===== src/rtl/qpp_interleaver_if.sv =====
// Handshake bundle for qpp_interleaver: parallel block in, bit-pair stream out.
// QPP_IDX_OUT_EN adds the int_idx observation signal.
interface qpp_interleaver_if #(
  parameter int K = 40
);
  logic [K-1:0] din;
  logic         din_valid;
  logic         din_ready;
  logic         sys_out;
  logic         int_out;
  logic         out_last;
  logic         out_valid;
  logic         out_ready;
`ifdef QPP_IDX_OUT_EN
  logic [$clog2(K)-1:0] int_idx;
`endif

  modport master (
    output din, din_valid, out_ready,
    input  din_ready, sys_out, int_out, out_last, out_valid
`ifdef QPP_IDX_OUT_EN
    , input int_idx
`endif
  );

  modport slave (
    input  din, din_valid, out_ready,
    output din_ready, sys_out, int_out, out_last, out_valid
`ifdef QPP_IDX_OUT_EN
    , output int_idx
`endif
  );
endinterface


===== src/rtl/qpp_interleaver.sv =====
// QPP interleaver: streams c(i) and c(pi(i)) per handshake, pi built by add/compare-subtract.
// Optional QPP_IDX_OUT_EN exposes the current pi(i) on int_idx.
//
// state | meaning
// IDLE  | waiting for a code block on din (din_ready high once out of reset)
// RUN   | presenting position idx; advances on out_ready
module qpp_interleaver #(
  parameter int K  = 40,
  parameter int F1 = 3,
  parameter int F2 = 10,
  parameter int IW = $clog2(K)
) (
  input logic              clk,
  input logic              rst,
  qpp_interleaver_if.slave bus
);

  localparam logic [IW:0]   KW   = (IW+1)'(K);
  localparam logic [IW-1:0] G0   = IW'((F1 + F2) % K);
  localparam logic [IW-1:0] D2   = IW'((2 * F2) % K);
  localparam logic [IW-1:0] LAST = IW'(K - 1);

  typedef enum logic {IDLE, RUN} state_t;

  state_t        state;
  logic [K-1:0]  blk;
  logic [IW-1:0] idx;
  logic [IW-1:0] pi;
  logic [IW-1:0] g;

  logic [K-1:0]  din_c;
  logic [K-1:0]  blk_c;
  logic [IW-1:0] idx_nx;
  logic [IW-1:0] pi_nx;
  logic [IW-1:0] g_nx;

  // Both operands are already reduced, so one conditional subtract suffices.
  function automatic logic [IW-1:0] mod_add(input logic [IW-1:0] a, input logic [IW-1:0] b);
    logic [IW:0] s;
    s = {1'b0, a} + {1'b0, b};
    if (s >= KW) s = s - KW;
    return s[IW-1:0];
  endfunction

  // c-order views: bit i holds c(i), so positions index directly
  always_comb begin
    din_c = '0;
    blk_c = '0;
    for (int i = 0; i < K; i++) begin
      din_c[i] = bus.din[K-1-i];
      blk_c[i] = blk[K-1-i];
    end
  end

  assign idx_nx = idx + IW'(1);
  assign pi_nx  = mod_add(pi, g);
  assign g_nx   = mod_add(g, D2);

  always_ff @(posedge clk) begin
    if (rst) begin
      state         <= IDLE;
      blk           <= '0;
      idx           <= '0;
      pi            <= '0;
      g             <= '0;
      bus.din_ready <= 1'b0;
      bus.out_valid <= 1'b0;
      bus.sys_out   <= 1'b0;
      bus.int_out   <= 1'b0;
      bus.out_last  <= 1'b0;
    end else begin
      case (state)
        IDLE: begin
          bus.din_ready <= 1'b1;
          if (bus.din_valid && bus.din_ready) begin
            blk           <= bus.din;
            idx           <= '0;
            pi            <= '0;
            g             <= G0;
            state         <= RUN;
            bus.din_ready <= 1'b0;
            bus.out_valid <= 1'b1;
            bus.sys_out   <= din_c[0];
            bus.int_out   <= din_c[0];
            bus.out_last  <= (K == 1);
          end
        end
        RUN: begin
          if (bus.out_ready) begin
            if (idx == LAST) begin
              state         <= IDLE;
              bus.din_ready <= 1'b1;
              bus.out_valid <= 1'b0;
              bus.sys_out   <= 1'b0;
              bus.int_out   <= 1'b0;
              bus.out_last  <= 1'b0;
            end else begin
              idx          <= idx_nx;
              pi           <= pi_nx;
              g            <= g_nx;
              bus.sys_out  <= blk_c[idx_nx];
              bus.int_out  <= blk_c[pi_nx];
              bus.out_last <= (idx_nx == LAST);
            end
          end
        end
        default: state <= IDLE;
      endcase
    end
  end

`ifdef QPP_IDX_OUT_EN
  assign bus.int_idx = pi;
`endif

endmodule

===== src/flat_wrapper.sv =====
// flat-port wrapper written by rule: the top's interface ports become plain ports
module qpp_interleaver_flat 
#(
  parameter int K  = 40,
  parameter int F1 = 3,
  parameter int F2 = 10,
  parameter int IW = $clog2(K)
)
  (clk, rst, bus_din, bus_din_valid, bus_out_ready, bus_din_ready, bus_sys_out, bus_int_out, bus_out_last, bus_out_valid);
  qpp_interleaver_if #(.K(K)) bus_i ();
  input logic clk;
  input logic rst;
  input wire logic [$bits(bus_i.din)-1:0] bus_din;
  input wire logic [$bits(bus_i.din_valid)-1:0] bus_din_valid;
  input wire logic [$bits(bus_i.out_ready)-1:0] bus_out_ready;
  output wire logic [$bits(bus_i.din_ready)-1:0] bus_din_ready;
  output wire logic [$bits(bus_i.sys_out)-1:0] bus_sys_out;
  output wire logic [$bits(bus_i.int_out)-1:0] bus_int_out;
  output wire logic [$bits(bus_i.out_last)-1:0] bus_out_last;
  output wire logic [$bits(bus_i.out_valid)-1:0] bus_out_valid;
  assign bus_i.din = bus_din;
  assign bus_i.din_valid = bus_din_valid;
  assign bus_i.out_ready = bus_out_ready;
  assign bus_din_ready = bus_i.din_ready;
  assign bus_sys_out = bus_i.sys_out;
  assign bus_int_out = bus_i.int_out;
  assign bus_out_last = bus_i.out_last;
  assign bus_out_valid = bus_i.out_valid;
  qpp_interleaver #(.K(K), .F1(F1), .F2(F2), .IW(IW)) u_core (.clk(clk), .rst(rst), .bus(bus_i));
endmodule

===== config.mk =====
export PLATFORM = sky130hd
export DESIGN_NAME = qpp_interleaver_flat
export DESIGN_NICKNAME = d
export VERILOG_FILES = /design/src/rtl/qpp_interleaver_if.sv /design/src/rtl/qpp_interleaver.sv /design/src/flat_wrapper.sv
export SDC_FILE = /design/constraint.sdc
export NUM_CORES = 1
export LEC_CHECK = 0
export CAP_MARGIN = 20
export CELL_PAD_IN_SITES_DETAIL_PLACEMENT = 1
export CELL_PAD_IN_SITES_GLOBAL_PLACEMENT = 1
export CORE_AREA = 5 5 123 96
export DETAILED_ROUTE_END_ITERATION = 7
export DIE_AREA = 0 0 128 101
export GPL_TIMING_DRIVEN = 0
export PLACE_DENSITY_LB_ADDON = 0.1
export SETUP_SLACK_MARGIN = 0.15
export SYNTH_ARGS = -nofsm -noshare
export SYNTH_HDL_FRONTEND = slang
export SYNTH_SLANG_ARGS = --single-unit

===== constraint.sdc =====
create_clock -name clk -period 4.1 [get_ports clk]
set_input_delay 0.82 -clock clk [delete_from_list [all_inputs] [get_ports clk]]
set_output_delay 0.82 -clock clk [all_outputs]
set_load 0.02 [all_outputs]

Yosys cells after proc, flatten, opt, wreduce, memory -nomap -nowiden

Index checks and enable logic that the tools add are counted.

Equal/unequal tests: 6
$lt $le $gt $ge: 4
Bitwise logic cells: 1
Add/subtract/negate cells: 5
Mux-type cells: 40
Reduce and logical (&&, ||, !) cells: 6

Operators with widths:

| cell                                                                                | number |
|---|---|
| 6-bit two-way mux                                                                   | 10 |
| 6-bit one-hot mux with 2 select lines                                               | 3 |
| 1-bit two-way mux                                                                   | 19 |
| 7-bit by 6-bit greater-or-equal comparator with 1-bit output, second input constant | 2 |
| 6-bit by 7-bit < comparator with 1-bit output, second input constant                | 2 |
| 1-bit binary-select mux with 6-bit select                                           | 2 |
| 6-bit == test, second input constant                                                | 2 |
| 1-bit one-hot mux with 2 select lines                                               | 6 |
| 6-bit subtractor, second input constant                                             | 2 |
| 6-bit by 5-bit adder with 7-bit output, second input constant                       | 1 |
| 6-bit by 6-bit adder with 7-bit output                                              | 1 |
| 6-bit by 1-bit adder with 6-bit output, second input constant                       | 1 |
| 2-bit != test, second input constant                                                | 3 |
| 2-bit AND reduction                                                                 | 3 |
| 3-bit AND reduction                                                                 | 2 |
| 2-bit by 1-bit != test with 1-bit output, second input constant                     | 1 |
| 1-bit logical AND                                                                   | 1 |
| 1-bit NOT                                                                           | 1 |

Input port bits: 44
Flip-flop bits (word level): 64
Logic and storage cells: 72
Output and inout port bits: 5

Depth between registers and ports, before layout

Word-level depth: 8
Depth in mapped cells: 14
Depth with buffers taken out: 14

Worst setup path before layout

OpenSTA, ideal clock, no wires.

Kind: reg2reg
Start: reg u_core.idx[0]
End: reg u_core.bus.sys_out
Period minus slack after synthesis: 3,085 ps
Arrival: 2,953 ps
Library setup time: 132 ps
Buffers on the path: 3
Data required time: 3,968 ps
Setup slack: 1,015 ps
Cell stages (with the launch flop): 12
Cells stage by stage: dfxtp_1 clkbuf_1 buf_1 inv_1 ha_1 clkbuf_1 mux4_2 mux4_2 mux2i_1 o22ai_1 a21oi_1 nor3_1

Longest elaborated chain between the ends: 6
Elaborated cells on any way between the ends: 7
Those cells by class: add/sub: 1; eq/ne: 1; mux: 5

Ends and longest elaborated chain:

| element                                   | RTL line                 | RTL |
|---|---|---|
| start, declared                           | qpp_interleaver.sv:27    | `logic [IW-1:0] idx;` |
| start signal, assigned                    | qpp_interleaver.sv:98    | `idx <= idx_nx;` |
| 6-bit by 1-bit adder with 6-bit output    | qpp_interleaver.sv:55    | `assign idx_nx = idx + IW'(1);` |
| 1-bit binary-select mux with 6-bit select | qpp_interleaver.sv:101   | `bus.sys_out <= blk_c[idx_nx];` |
| 1-bit two-way mux (implied by the code)   | qpp_interleaver.sv:101   |  |
| 1-bit two-way mux *                       | qpp_interleaver.sv:90    | `if (idx == LAST) begin` |
| 1-bit two-way mux *                       | qpp_interleaver.sv:89    | `if (bus.out_ready) begin` |
| 1-bit one-hot mux with 2 select lines *   | qpp_interleaver.sv:72    | `case (state)` |
| end signal, assigned                      | qpp_interleaver.sv:83    | `bus.sys_out <= din_c[0];` |
| end signal, assigned                      | qpp_interleaver.sv:101   |  |
| end, declared                             | qpp_interleaver_if.sv:28 | `output din_ready, sys_out, int_out, out_last, out_valid` |

Every way passes the cells marked *; elsewhere a longest branch is shown, timed or not. The select of a mux whose other input is x is not followed.
A chain may end at the register's enable or synchronous reset.

Worst setup path after layout

Start: reg u_core.g[2]
End: reg u_core.bus.int_out

Longest elaborated chain between the ends: 8
Elaborated cells on any way between the ends: 9
Those cells by class: add/sub: 2; order compare: 1; mux: 6

Ends and longest elaborated chain:

| element                                                                                          | RTL line                 | RTL |
|---|---|---|
| start, declared                                                                                  | qpp_interleaver.sv:29    | `logic [IW-1:0] g;` |
| start signal, assigned                                                                           | qpp_interleaver.sv:100   | `g <= g_nx;` |
| 6-bit by 6-bit adder with 7-bit output *                                                         | qpp_interleaver.sv:40    | `s = {1'b0, a} + {1'b0, b};` |
| 6-bit subtractor or 7-bit by 6-bit greater-or-equal comparator with 1-bit output (tied branches) | qpp_interleaver.sv:41    | `if (s >= KW) s = s - KW;` |
| 6-bit two-way mux *                                                                              | qpp_interleaver.sv:41    |  |
| 1-bit binary-select mux with 6-bit select *                                                      | qpp_interleaver.sv:102   | `bus.int_out <= blk_c[pi_nx];` |
| 1-bit two-way mux (implied by the code) *                                                        | qpp_interleaver.sv:102   |  |
| 1-bit two-way mux *                                                                              | qpp_interleaver.sv:90    |  |
| 1-bit two-way mux *                                                                              | qpp_interleaver.sv:89    |  |
| 1-bit one-hot mux with 2 select lines *                                                          | qpp_interleaver.sv:72    |  |
| end signal, assigned                                                                             | qpp_interleaver.sv:84    | `bus.int_out <= din_c[0];` |
| end signal, assigned                                                                             | qpp_interleaver.sv:102   |  |
| end, declared                                                                                    | qpp_interleaver_if.sv:28 |  |

Marks and branches as above.

==> out/metrics.yaml <==
cts_setup_buffers: 0
cts.path.max_buffers: 2
synth-async-reset-ratio: 0
r2r-end: "u_core.bus.int_out"
overflow: 0
syn_area_sq_um: 3580
start_util: 0.338
required_ps: 4360
timing.final.ws_setup_ps: 534
start_kind: "flop"
wl_per_cell_microns: 17.3
numPortBuffers: 47
yosysWarnings: 0
ys_seq_area_frac: 0.353
htree_levels: 3
clk_latency_ps: 330
r2r_setup_slack_ps: 530
globalRouteTotalUtil: 0.177
clkPwrFrac: 0.469
antenna_found_initial: 0
p_per_area_nw_per_um2: 391
p_leak_nw: 1.68
p_sw_w: 0.000445
cts_tree: "done"
hold_buffers: 0
setup_violations: 0
clock_skew_ps: 7.10
route.detailed.drc: 0
root_buffer: "clkbuf_16"
p_total_w: 0.00178
vdd.ir_drop.worst_uv: 183
chipHeight_microns: 101
dieArea_sq_um: 12900
fin_cells: 616
max_freq_mhz: 280
power.internal_w: 0.00134
reg2reg_from: "u_core.g[2]"
cts_made_buffers: 9
final_nets: 527
regArea_sq_um: 1260
max-cap-violations: 0
post-dp-hpwl_mm: 8.10
pwr-share-comb: 0.154
gp_congestion: 0.868
final.min_clock_period_ps: 3570
endpoint_kind: "flop"
synth_area_leaders: "dfxtp_1 35%, mux4_2 13%, nand2_1 9.5%"
synth_most_common_cell: "nand2_1"
hold_path_end: "u_core.blk[2]"
rsz0062_at_grt: "no"
worstMarginPinSlew_ps: 842
drt_iter0_drc: 112
multiInputGateArea_sq_um: 2160
worst_ep_arrival_time_ps: 3830
crit_type: "flop to flop"
grt_pass1_vias: 3389
ys.flop_type: "dfxtp_1"
timing.final.max_slew_violations: 0
reg2reg_depth: 13
syn-num-nets: 469
num_io_pins: 49
slew_headroom: 0.439
synth_top_area_cell: "dfxtp_1"
ant_nets: 0
hold_path_depth: 2
place_ws_ps: -21.9
outcome: "finished, final reports clean"
dp.cells: 600
synth-edff-count: 0
core_sq_um: 10600
clk_pin_slew_ps: 60
p_sw_frac: 0.250
synth_top_area_share: 0.353
final_area_sq_um: 4550
synthCells: 413
min_period_over_period: 0.870
syn_area_per_cell_sq_um: 8.66
drt-pass1-iter-count: 4
syn2layout_area_growth_pct: 27.2
fp-row-count: 33
wl_mm: 10.7
grt_pass1_wl_mm: 17.9
fin_tns_setup_ps: 0
vias: 3168
seqPwrFrac: 0.377
hold_class: "flop to flop"
ys_ff_latch: 63
crit_path_start: "u_core.g[2]"
drive_above_1_share: 0.103
die_w_microns: 128
path_max_fanout: 8
post_dp_cell_area_sq_um: 4220
via_per_inst: 5.14
n_fill_cell: 1305
grt_max_degree: 11
hold_path_startpoint: "u_core.blk[2]"
finalHoldViolCount: 0
synth_cell_types: 51
synthTopCellsByCount: "91 x nand2_1, 63 x dfxtp_1, 57 x a21oi_1"
antenna_cells: 0
cts.sinks: 63
## placed cells by master (no fill, tap or decap), types with 2 or more instances in the layout
master / n
nand4_1: 2
nor3_1: 8
xnor2_1: 4
o211ai_1: 2
and3_1: 4
buf_2: 2
ha_1: 12
o22ai_1: 2
clkbuf_8: 3
a21o_1: 2
inv_1: 7
o21ai_0: 10
a21oi_1: 57
a31oi_1: 4
nand2_1: 91
nand3b_1: 2
xor2_1: 7
clkdlybuf4s50_1: 47
nor3b_1: 2
nor2_1: 35
mux2i_1: 11
mux4_2: 20
clkbuf_16: 9
dfxtp_1: 63
bufinv_16: 2
nand3_1: 8
clkbuf_1: 26
a22oi_1: 4
mux4_1: 2
mux2_2: 2
## worst max-delay path, cell delays in order (launching register included)
cell and delay, ps:
dfxtp_1 500, ha_1 360, a211oi_1 310, nor2_1 100
xor2_1 170, inv_1 160, ha_1 230, and2b_2 230
mux2i_1 330, o211ai_1 200, a2bb2oi_1 250, a311oi_1 120
or4_1 410, a31oi_1 140
## repair_timing
action,in CTS,in global routing
endpoints found under the hold margin,0,0
gates resized for setup,1,2
pin swaps,0,0
setup endpoints to repair,1,1
## cell type report
type                            count  area share
Inverter                            8     0.00715
Multi-Input combinational cell    313       0.475
Clock buffer                       13      0.0572
Buffer                             29      0.0269
Tap cell                          140      0.0385
Sequential cell                    63       0.277
Clock inverter                      3      0.0143
Timing Repair Buffer               47       0.103
## metal layers
metal,wire (microns),vias up,track usage
met5,0,-,0
met4,159,0,0.0563
met3,425,12,0.0450
met2,4650,58,0.271
met1,5430,1512,0.246
li1,-,1586,-
## power groups by stage
stage | sequential, W | clock (W) | combinational, W
2_1_floorplan | 0.000677 | 0 | 0.000170
3_3_place_gp | 0.000681 | 0 | 0.000270
3_5_place_dp | 0.000683 | 0 | 0.000276
4_1_cts | 0.000671 | 0.000854 | 0.000277
5_1_grt | 0.000675 | 0.000879 | 0.000305
6_report | 0.000671 | 0.000835 | 0.000275
## per-stage QoR
step | hold slack [ps] | util
2_1_floorplan | 436 | -
3_3_place_gp | 456 | 0.400
3_5_place_dp | 464 | 0.400
4_1_cts | 474 | 0.430
5_1_grt | 493 | 0.431
6_report | 473 | 0.431
## state kept, by name, summed over array words and instances (netlist names)
signal and flops:
u_core.blk 40, u_core.idx 6, u_core.pi 6, u_core.g 5, u_core.bus.din_ready 1, u_core.bus.int_out 1, u_core.bus.out_last 1, u_core.bus.out_valid 1
u_core.bus.sys_out 1, u_core.state 1
## logic make-up (layout without fill, tap and decap cells)
kind of cell / Yosys count / after routing / synth area share
xor+xnor: 12 / 12 / 0.0346
buf+inv: 37 / 100 / 0.0427
fa+ha+maj: 12 / 12 / 0.0420
flops: 63 / 63 / 0.353
mux: 35 / 35 / 0.178
compound gates: 94 / 94 / 0.158
simple gates: 160 / 160 / 0.192
## how the worst max path moves through the flow
stage,to,depth (start not counted)
floorplan,u_core.bus.sys_out,11
global placement,u_core.bus.sys_out,11
detailed placement,u_core.bus.sys_out,11
CTS,u_core.bus.sys_out,11
global route,u_core.bus.int_out,13
finish,u_core.bus.int_out,13
Power figures use the tool's default switching activity.
